--- src/rtl/conv_pixel_feeder.sv ---
// Pixel source for the 3x3 convolutor: walks a row-major feature map in a sync-read
// buffer and emits a gap-free stream framed by zero padding rows, plus window side-band flags.
module conv_pixel_feeder #(
    parameter int IMAGE_WIDTH  = 128,
    parameter int IMAGE_HEIGHT = 128,
    parameter int ADDR_W       = 14
) (
    input  logic                clk,
    input  logic                rst_n,
    input  logic                start,
    input  logic [7:0]          width,
    input  logic [7:0]          height,
    input  logic [ADDR_W-1:0]   base_addr,
    output logic                mem_rd_en,
    output logic [ADDR_W-1:0]   mem_addr,
    input  logic signed [7:0]   mem_rdata,
    output logic signed [7:0]   pixel_out,
    output logic                pixel_vld,
    output logic                paddingl,
    output logic                paddingr,
    output logic                win_vld,
    output logic [1:0]          operation,
    output logic                busy,
    output logic                done
);

    typedef enum logic [2:0] {
        IDLE,
        PRIME,
        FETCH,
        FLUSH,
        DONE
    } state_t;

    state_t state, state_n;

    logic [15:0]       cnt;
    logic [15:0]       idx;
    logic [7:0]        w_q;
    logic [15:0]       wh_q;
    logic [ADDR_W-1:0] base_q;

    logic        src_mem;
    logic [7:0]  col;

    logic        size_ok;
    logic        issue;
    logic        win_issue;
    logic [15:0] w_m1;
    logic [15:0] wh_m1;
    logic [16:0] win_lo;
    logic [16:0] win_hi;

    // Frames that are empty or exceed the supported map size produce no reads at all.
    assign size_ok = (width != 8'd0) && (height != 8'd0) &&
                     ({1'b0, width}  <= 9'(IMAGE_WIDTH)) &&
                     ({1'b0, height} <= 9'(IMAGE_HEIGHT));

    assign w_m1   = {8'd0, w_q} - 16'd1;
    assign wh_m1  = wh_q - 16'd1;
    assign issue  = (state == PRIME) || (state == FETCH) || (state == FLUSH);

    // A window centred on pixel k completes once the pixel one row and one column later arrives.
    assign win_lo    = {8'd0, w_q, 1'b0} + 17'd1;
    assign win_hi    = {8'd0, w_q, 1'b0} + {1'b0, wh_q};
    assign win_issue = issue && ({1'b0, idx} >= win_lo) && ({1'b0, idx} <= win_hi);

    always_comb begin
        state_n = state;
        case (state)
            IDLE:    if (start) state_n = size_ok ? PRIME : DONE;
            PRIME:   if (cnt == w_m1) state_n = FETCH;
            FETCH:   if (cnt == wh_m1) state_n = FLUSH;
            FLUSH:   if (cnt == {8'd0, w_q}) state_n = DONE;
            DONE:    state_n = IDLE;
            default: state_n = IDLE;
        endcase
    end

    always_ff @(posedge clk or negedge rst_n) begin
        if (!rst_n) begin
            state  <= IDLE;
            cnt    <= 16'd0;
            idx    <= 16'd0;
            w_q    <= 8'd0;
            wh_q   <= 16'd0;
            base_q <= '0;
        end else begin
            state <= state_n;
            if (state == IDLE) begin
                cnt <= 16'd0;
                idx <= 16'd0;
                if (start) begin
                    w_q    <= width;
                    wh_q   <= 16'(width) * 16'(height);
                    base_q <= base_addr;
                end
            end else begin
                cnt <= (state_n != state) ? 16'd0 : cnt + 16'd1;
                idx <= issue ? idx + 16'd1 : 16'd0;
            end
        end
    end

    assign mem_rd_en = (state == FETCH);
    assign mem_addr  = (state == FETCH) ? base_q + ADDR_W'(cnt) : '0;

    // Single output stage: the source select travels with the issue strobe so the
    // registered select lines up with the buffer's one-cycle read latency.
    always_ff @(posedge clk or negedge rst_n) begin
        if (!rst_n) begin
            pixel_vld <= 1'b0;
            src_mem   <= 1'b0;
            win_vld   <= 1'b0;
            col       <= 8'd0;
            done      <= 1'b0;
        end else begin
            pixel_vld <= issue;
            src_mem   <= (state == FETCH);
            win_vld   <= win_issue;
            done      <= (state == DONE);
            if (win_issue && win_vld) begin
                col <= (col == w_q - 8'd1) ? 8'd0 : col + 8'd1;
            end else begin
                col <= 8'd0;
            end
        end
    end

    assign pixel_out = src_mem ? mem_rdata : 8'sd0;
    assign paddingl  = win_vld && (col == 8'd0);
    assign paddingr  = win_vld && (col == w_q - 8'd1);
    assign busy      = (state != IDLE);
    assign operation = busy ? 2'd0 : 2'd1;

endmodule

--- config.mk ---
export PLATFORM = sky130hd
export DESIGN_NAME = conv_pixel_feeder
export DESIGN_NICKNAME = d
export VERILOG_FILES = /design/src/rtl/conv_pixel_feeder.sv
export SDC_FILE = /design/constraint.sdc
export NUM_CORES = 1
export LEC_CHECK = 0
export CAP_MARGIN = 20
export CORE_UTILIZATION = 54
export DETAILED_ROUTE_END_ITERATION = 12
export PLACE_DENSITY = 0.78
export SLEW_MARGIN = 15
export SYNTH_ARGS = -nofsm -noshare
export SYNTH_HDL_FRONTEND = slang
export SYNTH_SLANG_ARGS = --single-unit
export TNS_END_PERCENT = 10
--- constraint.sdc ---
create_clock -name clk -period 3.7 [get_ports clk]
set_input_delay 0.74 -clock clk [delete_from_list [all_inputs] [get_ports clk]]
set_output_delay 0.74 -clock clk [all_outputs]
set_load 0.05 [all_outputs]
# Word-level counts from Yosys, hierarchy flattened
# Cells that the tools add are included.
# Widths: inputs -> output; s select.
dict set report word_totals {
  output_inout_bits 31
  inputBits 41
  reg_bits 85
  word_cells 65
}
dict set report op_classes {
  addsub 9
  eq_ne 9
  muxes 15
  n_lt_le_gt_ge 4
  multipliers 1
  n_reduce_logical 16
}
# op count
set op_table {}
lappend op_table {{$mux 16} 4}
lappend op_table {{$add 16x1->16 const B} 2}
lappend op_table {{$eq 16x16->1} 2}
lappend op_table {{$mux 8} 3}
lappend op_table {{$add 9x16->17} 1}
lappend op_table {{$le 16x17->1} 1}
lappend op_table {{$eq 16x8->1} 1}
lappend op_table {{$ge 16x10->1} 1}
lappend op_table {{$le 8x8->1 const B} 2}
lappend op_table {{$mul 8x8->16} 1}
lappend op_table {{$reduce_bool 8->1} 2}
lappend op_table {{$sub 16x1->16 const B} 1}
lappend op_table {{$mux 3} 5}
lappend op_table {{$add 14x14->14} 1}
lappend op_table {{$mux 14} 1}
lappend op_table {{$pmux 3 s4} 1}
lappend op_table {{$add 9x1->10 const B} 1}
lappend op_table {{$sub 8x1->9 const B} 1}
lappend op_table {{$add 8x1->8 const B} 1}
lappend op_table {{$eq 8x8->1} 1}
lappend op_table {{$logic_and 1x1->1} 8}
lappend op_table {{$logic_not 8->1} 1}
lappend op_table {{$sub 8x1->8 const B} 1}
lappend op_table {{$eq 3x2->1 const B} 2}
lappend op_table {{8 further kinds} 9}

# Depth between registers and ports, before layout
dict set report depth {
  word_depth 10
  mapped_depth 18
  depth_no_buf 17
}

# Least setup slack after synthesis
# OpenSTA, ideal clock, no wires.
dict set report synth_timing {
  path_type {input -> register}
  startpoint {input port height[7]}
  endpoint {register wh_q[14]}
  n_path_buf 1
  t_required_ns 3.565
  setup_time_ns 0.135
  arrival_ns 4.755
  stages 16
  path_slack_ns -1.190
  cell_sequence {clkbuf_1 and2_1 fa_1 inv_1 fa_1 fa_1 fa_1 inv_1 ha_1 or2_2 o31a_1 a311oi_1 o21bai_1 a21oi_1 xor2_1 o21ai_0}
}
dict set report synth_between {
  elab_chain_len 1
}
# item line
set synth_lines {}
lappend synth_lines {{from (decl)} 12} ;# input logic [7:0] height,
lappend synth_lines {{$mul 8x8->16} 95} ;# wh_q <= 16'(width) * 16'(height);
lappend synth_lines {{to (signal assigned)} 95}
lappend synth_lines {{to (decl)} 40} ;# logic [15:0] wh_q;
# No other way between the ends.
# A chain may end at the register's enable or synchronous reset.

# Worst setup path after layout
dict set report layout_timing {
  startpoint {input port height[6]}
  endpoint {register wh_q[14]}
}
# The elaborated chain is that of the path after synthesis.

==> parameters.txt <==
Parameter                              Value

Global route
  GR Overflow Total    0
  Total Routing Usage GR    0.268
  Largest net degree at the start of global routing    48
  Antenna violations before repair    0
  Vias in the first global route    7063
  Global-route wire length before repair    between 30 and 40 mm

Clock network
  TritonCTS buffer count    9
  TritonCTS clock tree    done
  Number of clock sinks seen by CTS    85
  Clock Pin Slew Worst Setup and Hold Paths    ~0.060 ns
  Buffer type at the clock tree root    clkbuf_16
  Htree depth    3
  Insertion delay of the later-clocked pin in the worst-skew pair    about 0.35 ns
  Hold_buf cts    0
  Clk buf depth    2

STA
  Final Worst Setup Slack    -0.576 ns
  Period Utilization, post-route    1.16
  Maximum clock frequency    roughly 0.23 GHz
  Maximum clock skew at final layout    0.00754 ns
  Setup-failing EPs final    9
  Final critical delay including setup and external delays    ~4.3 ns
  Setup repair after global routing missed its margin    yes
  Number of hold violations in the final report    0
  Worst hold slack    between 0.3 and 0.4 ns
  Final number of max-transition violations    0
  Worst-Margin Slew    0.880 ns
  Setup TNS Final    -3.07 ns
  Worst slew margin relative to its limit    0.411

Routing
  Antenna viol nets, final    0
  Iteration-0 DRC Markers    roughly 380
  Number of iterations in the first detailed-routing pass    5
  Highest metal layer with signal wires    met4
  Total length of routed met2 wires    10.1 mm
  Routed length on met1    9.35 mm
  Residual DRC    0
  Met3 Wirelength    1.05 mm
  Drt via density    about 5.6
  Routed wire length per instance    roughly 16 um
  Via count of the routed design    7350
  WL final    around 21 mm

Critical path
  Crit path capture type    flip-flop
  Critical path class    input pin to flip-flop
  Startpoint of the lowest-slack register-to-register path    w_q[1]
  Data arrival, critical path    roughly 4.5 ns
  Destination of the worst register-to-register timing path    col[2]
  Setup slack on the worst flop-to-flop path    ~0.080 ns
  Data required time at the worst endpoint    3.94 ns
  Kind of start point of the critical path    input pin
  Worst-path maximum fanout    4
  Reg2reg path depth    18

Synth
  Number of enable flip-flop cells after synthesis    0
  Total of warnings raised by yosys    0
  Synth Cell Area    around 0.0085 mm2
  Post-synthesis average cell area    a little under 9 um2
  Async set-reset flop share out of synthesis    1.00
  Net count of the mapped netlist    ~1.1k
  Gate count after technology mapping    between 900 and 1k
  Count of cell types in the netlist    between 60 and 70
  Post-synthesis sequential element count    85
  Commonest register cell after synthesis    dfrtp_1
  Sequential share of the synthesized area    0.249

Die
  Die footprint    0.0163 mm2
  Initial core utilization    0.557
  I/O pins    72
  CORE AREA    between 0.015 and 0.02 mm2
  Width of the chip    around 130 um
  Height of the chip    between 100 and 150 um
  Core Rows    between 40 and 50

Status
  Violations in the final reports    negative setup slack
  Status    finished, violations left

Final layout
  Core utilization of the finished layout    0.687
  Net count, final    1263
  Post-Layout Cell Count    1313
  Final Cell Area    roughly 0.011 mm2
  Area added between synthesis and finish    23.4%
  Layout cell share with drive strength beyond 1    0.201
  # diodes    0

Place
  Post-DP HPWL    15.8 mm
  Final RePlAce weighted congestion    between 0.8 and 0.9
  Placed Instance Area    0.0100 mm2
  Port Buffer Count    70
  Placed instance count    about 1.3k
  Post-placement setup slack    -1.47 ns

Pwr
  Reported leakage power    approximately 5 nW
  Max rail drop VDD    0.393 mV
  Power consumption    6.63 mW
  Power per unit of standard cell area    roughly 630 mW/mm2

Flow run
  Number of maximum-capacitance violations    0

Worst hold path
  Class of the most critical hold timing path    input pin to asynchronous set/reset pin
-- cells by family (layout without fill, tap and decap cells) --
| group | Yosys count | after routing | synth area share |
|---|---|---|---|
| and+or+nand+nor | 356 | 356 | 0.214 |
| adders and majority gates | 125 | 125 | 0.217 |
| AOI/OAI and AO/OA | 140 | 140 | 0.107 |
| other | 1 | 1 | 0.000439 |
| muxes | 31 | 31 | 0.0403 |
| xor gates and xnor gates | 110 | 110 | 0.115 |
| buffers and inverters | 128 | 254 | 0.0579 |
| DFF | 85 | 85 | 0.249 |
-- sequential cells by signal, summed over array words and instances (netlist names) --
signal     flops
win_vld        1
w_q            8
base_q        14
state          3
idx           16
done           1
wh_q          16
col            8
src_mem        1
cnt           16
pixel_vld      1
-- synth_stat cells (3+ instances only) --
library cell | count | area [um2]
nand4_1 | 17 | 106
o21a_1 | 3 | 22.5
xnor2_1 | 54 | 473
a211oi_1 | 3 | 22.5
and4_1 | 3 | 26.3
o21bai_1 | 10 | 75.1
dfrtp_1 | 85 | 2130
o2111ai_1 | 3 | 26.3
o21ai_2 | 10 | 87.6
o211ai_1 | 4 | 30.0
mux2i_1 | 4 | 40.0
nand2b_1 | 7 | 43.8
fa_1 | 38 | 761
a21o_1 | 12 | 90.1
inv_1 | 84 | 315
o21ai_0 | 39 | 195
nor2_1 | 57 | 214
xor2_1 | 55 | 482
ha_1 | 87 | 1090
nand2_1 | 110 | 413
nor3b_1 | 3 | 22.5
nor4_1 | 14 | 87.6
nand3_1 | 32 | 160
a21oi_1 | 32 | 160
and3_1 | 13 | 81.3
nor2b_1 | 4 | 25.0
clkbuf_1 | 35 | 131
a31oi_1 | 4 | 25.0
o31ai_1 | 6 | 45.0
mux2_2 | 27 | 304
or4_1 | 11 | 82.6
nor3_1 | 18 | 90.1
buf_1 | 4 | 15.0
and2_1 | 43 | 269
or3_1 | 10 | 62.6
nand3b_1 | 3 | 22.5
-- worst max-delay path by stage --
stage | from | to | slack (ns) | cells after the start
after global placement | width[5] | wh_q[14] | -1.38 | 16
after CTS | height[6] | wh_q[14] | -0.55 | 16
after floorplan | height[7] | wh_q[14] | -0.80 | 16
final | height[6] | wh_q[14] | -0.58 | 16
after global routing | width[4] | wh_q[14] | -0.72 | 17
after detailed placement | height[4] | wh_q[14] | -1.47 | 16
-- per-layer routing --
metal | track usage | up-vias
li1 | - | 3575
met1 | 0.367 | 3550
met2 | 0.433 | 192
met3 | 0.0434 | 33
met4 | 0.0920 | 0
met5 | 0 | -
-- where the power goes --
part / switching, mW / total (mW) / internal (mW)
combinational: 2.22 / 4.28 / 2.06
sequential: 0.334 / 1.50 / 1.17
clock: 0.378 / 0.849 / 0.471
total: 2.93 / 6.63 / 3.70
-- cell type report --
type	count	area, um2
multi-input combinational	763	6180
fill	1208	4790
sequential	85	2130
timing repair buffer	153	1360
inverter	85	319
tap	211	264
clock buffer	12	246
clock inverter	4	23.8
-- layout by cell type, fill, tap and decap left out, types with 10 or more instances in the layout --
master / netlist / final
nand4_1: 17 / 17
inv_1: 84 / 79
nor4_1: 14 / 13
o21ai_0: 39 / 29
nand2_1: 110 / 105
fa_1: 38 / 34
ha_1: 87 / 81
mux2_2: 27 / 27
nand3_1: 32 / 32
nor2_1: 57 / 56
xnor2_1: 54 / 54
xor2_1: 55 / 55
buf_4: 1 / 90
and3_1: 13 / 13
nor3_1: 18 / 15
o21ai_2: 10 / 12
and2_1: 43 / 40
a21o_1: 12 / 12
clkdlybuf4s50_1: 0 / 43
or4_1: 11 / 11
dfrtp_1: 85 / 83
a21oi_1: 32 / 26
or3_1: 10 / 10
-- what timing repair did --
item,CTS,global route
setup endpoints to repair,20,22
buffers inserted,4,1
pin swaps,26,19
gates resized for setup,100,38
-- critical path, cell delays in order --
cell and delay [ns]:
buf_8 0.10, and2_4 0.15, fa_1 0.54, inv_2 0.04
fa_1 0.55, fa_1 0.43, fa_1 0.51, inv_2 0.05
ha_4 0.21, or2_4 0.24, o31a_1 0.13, a311oi_2 0.31
o21bai_1 0.11, a21oi_1 0.17, xor2_1 0.17, o21ai_1 0.08
(Power assumes the default switching activity.)
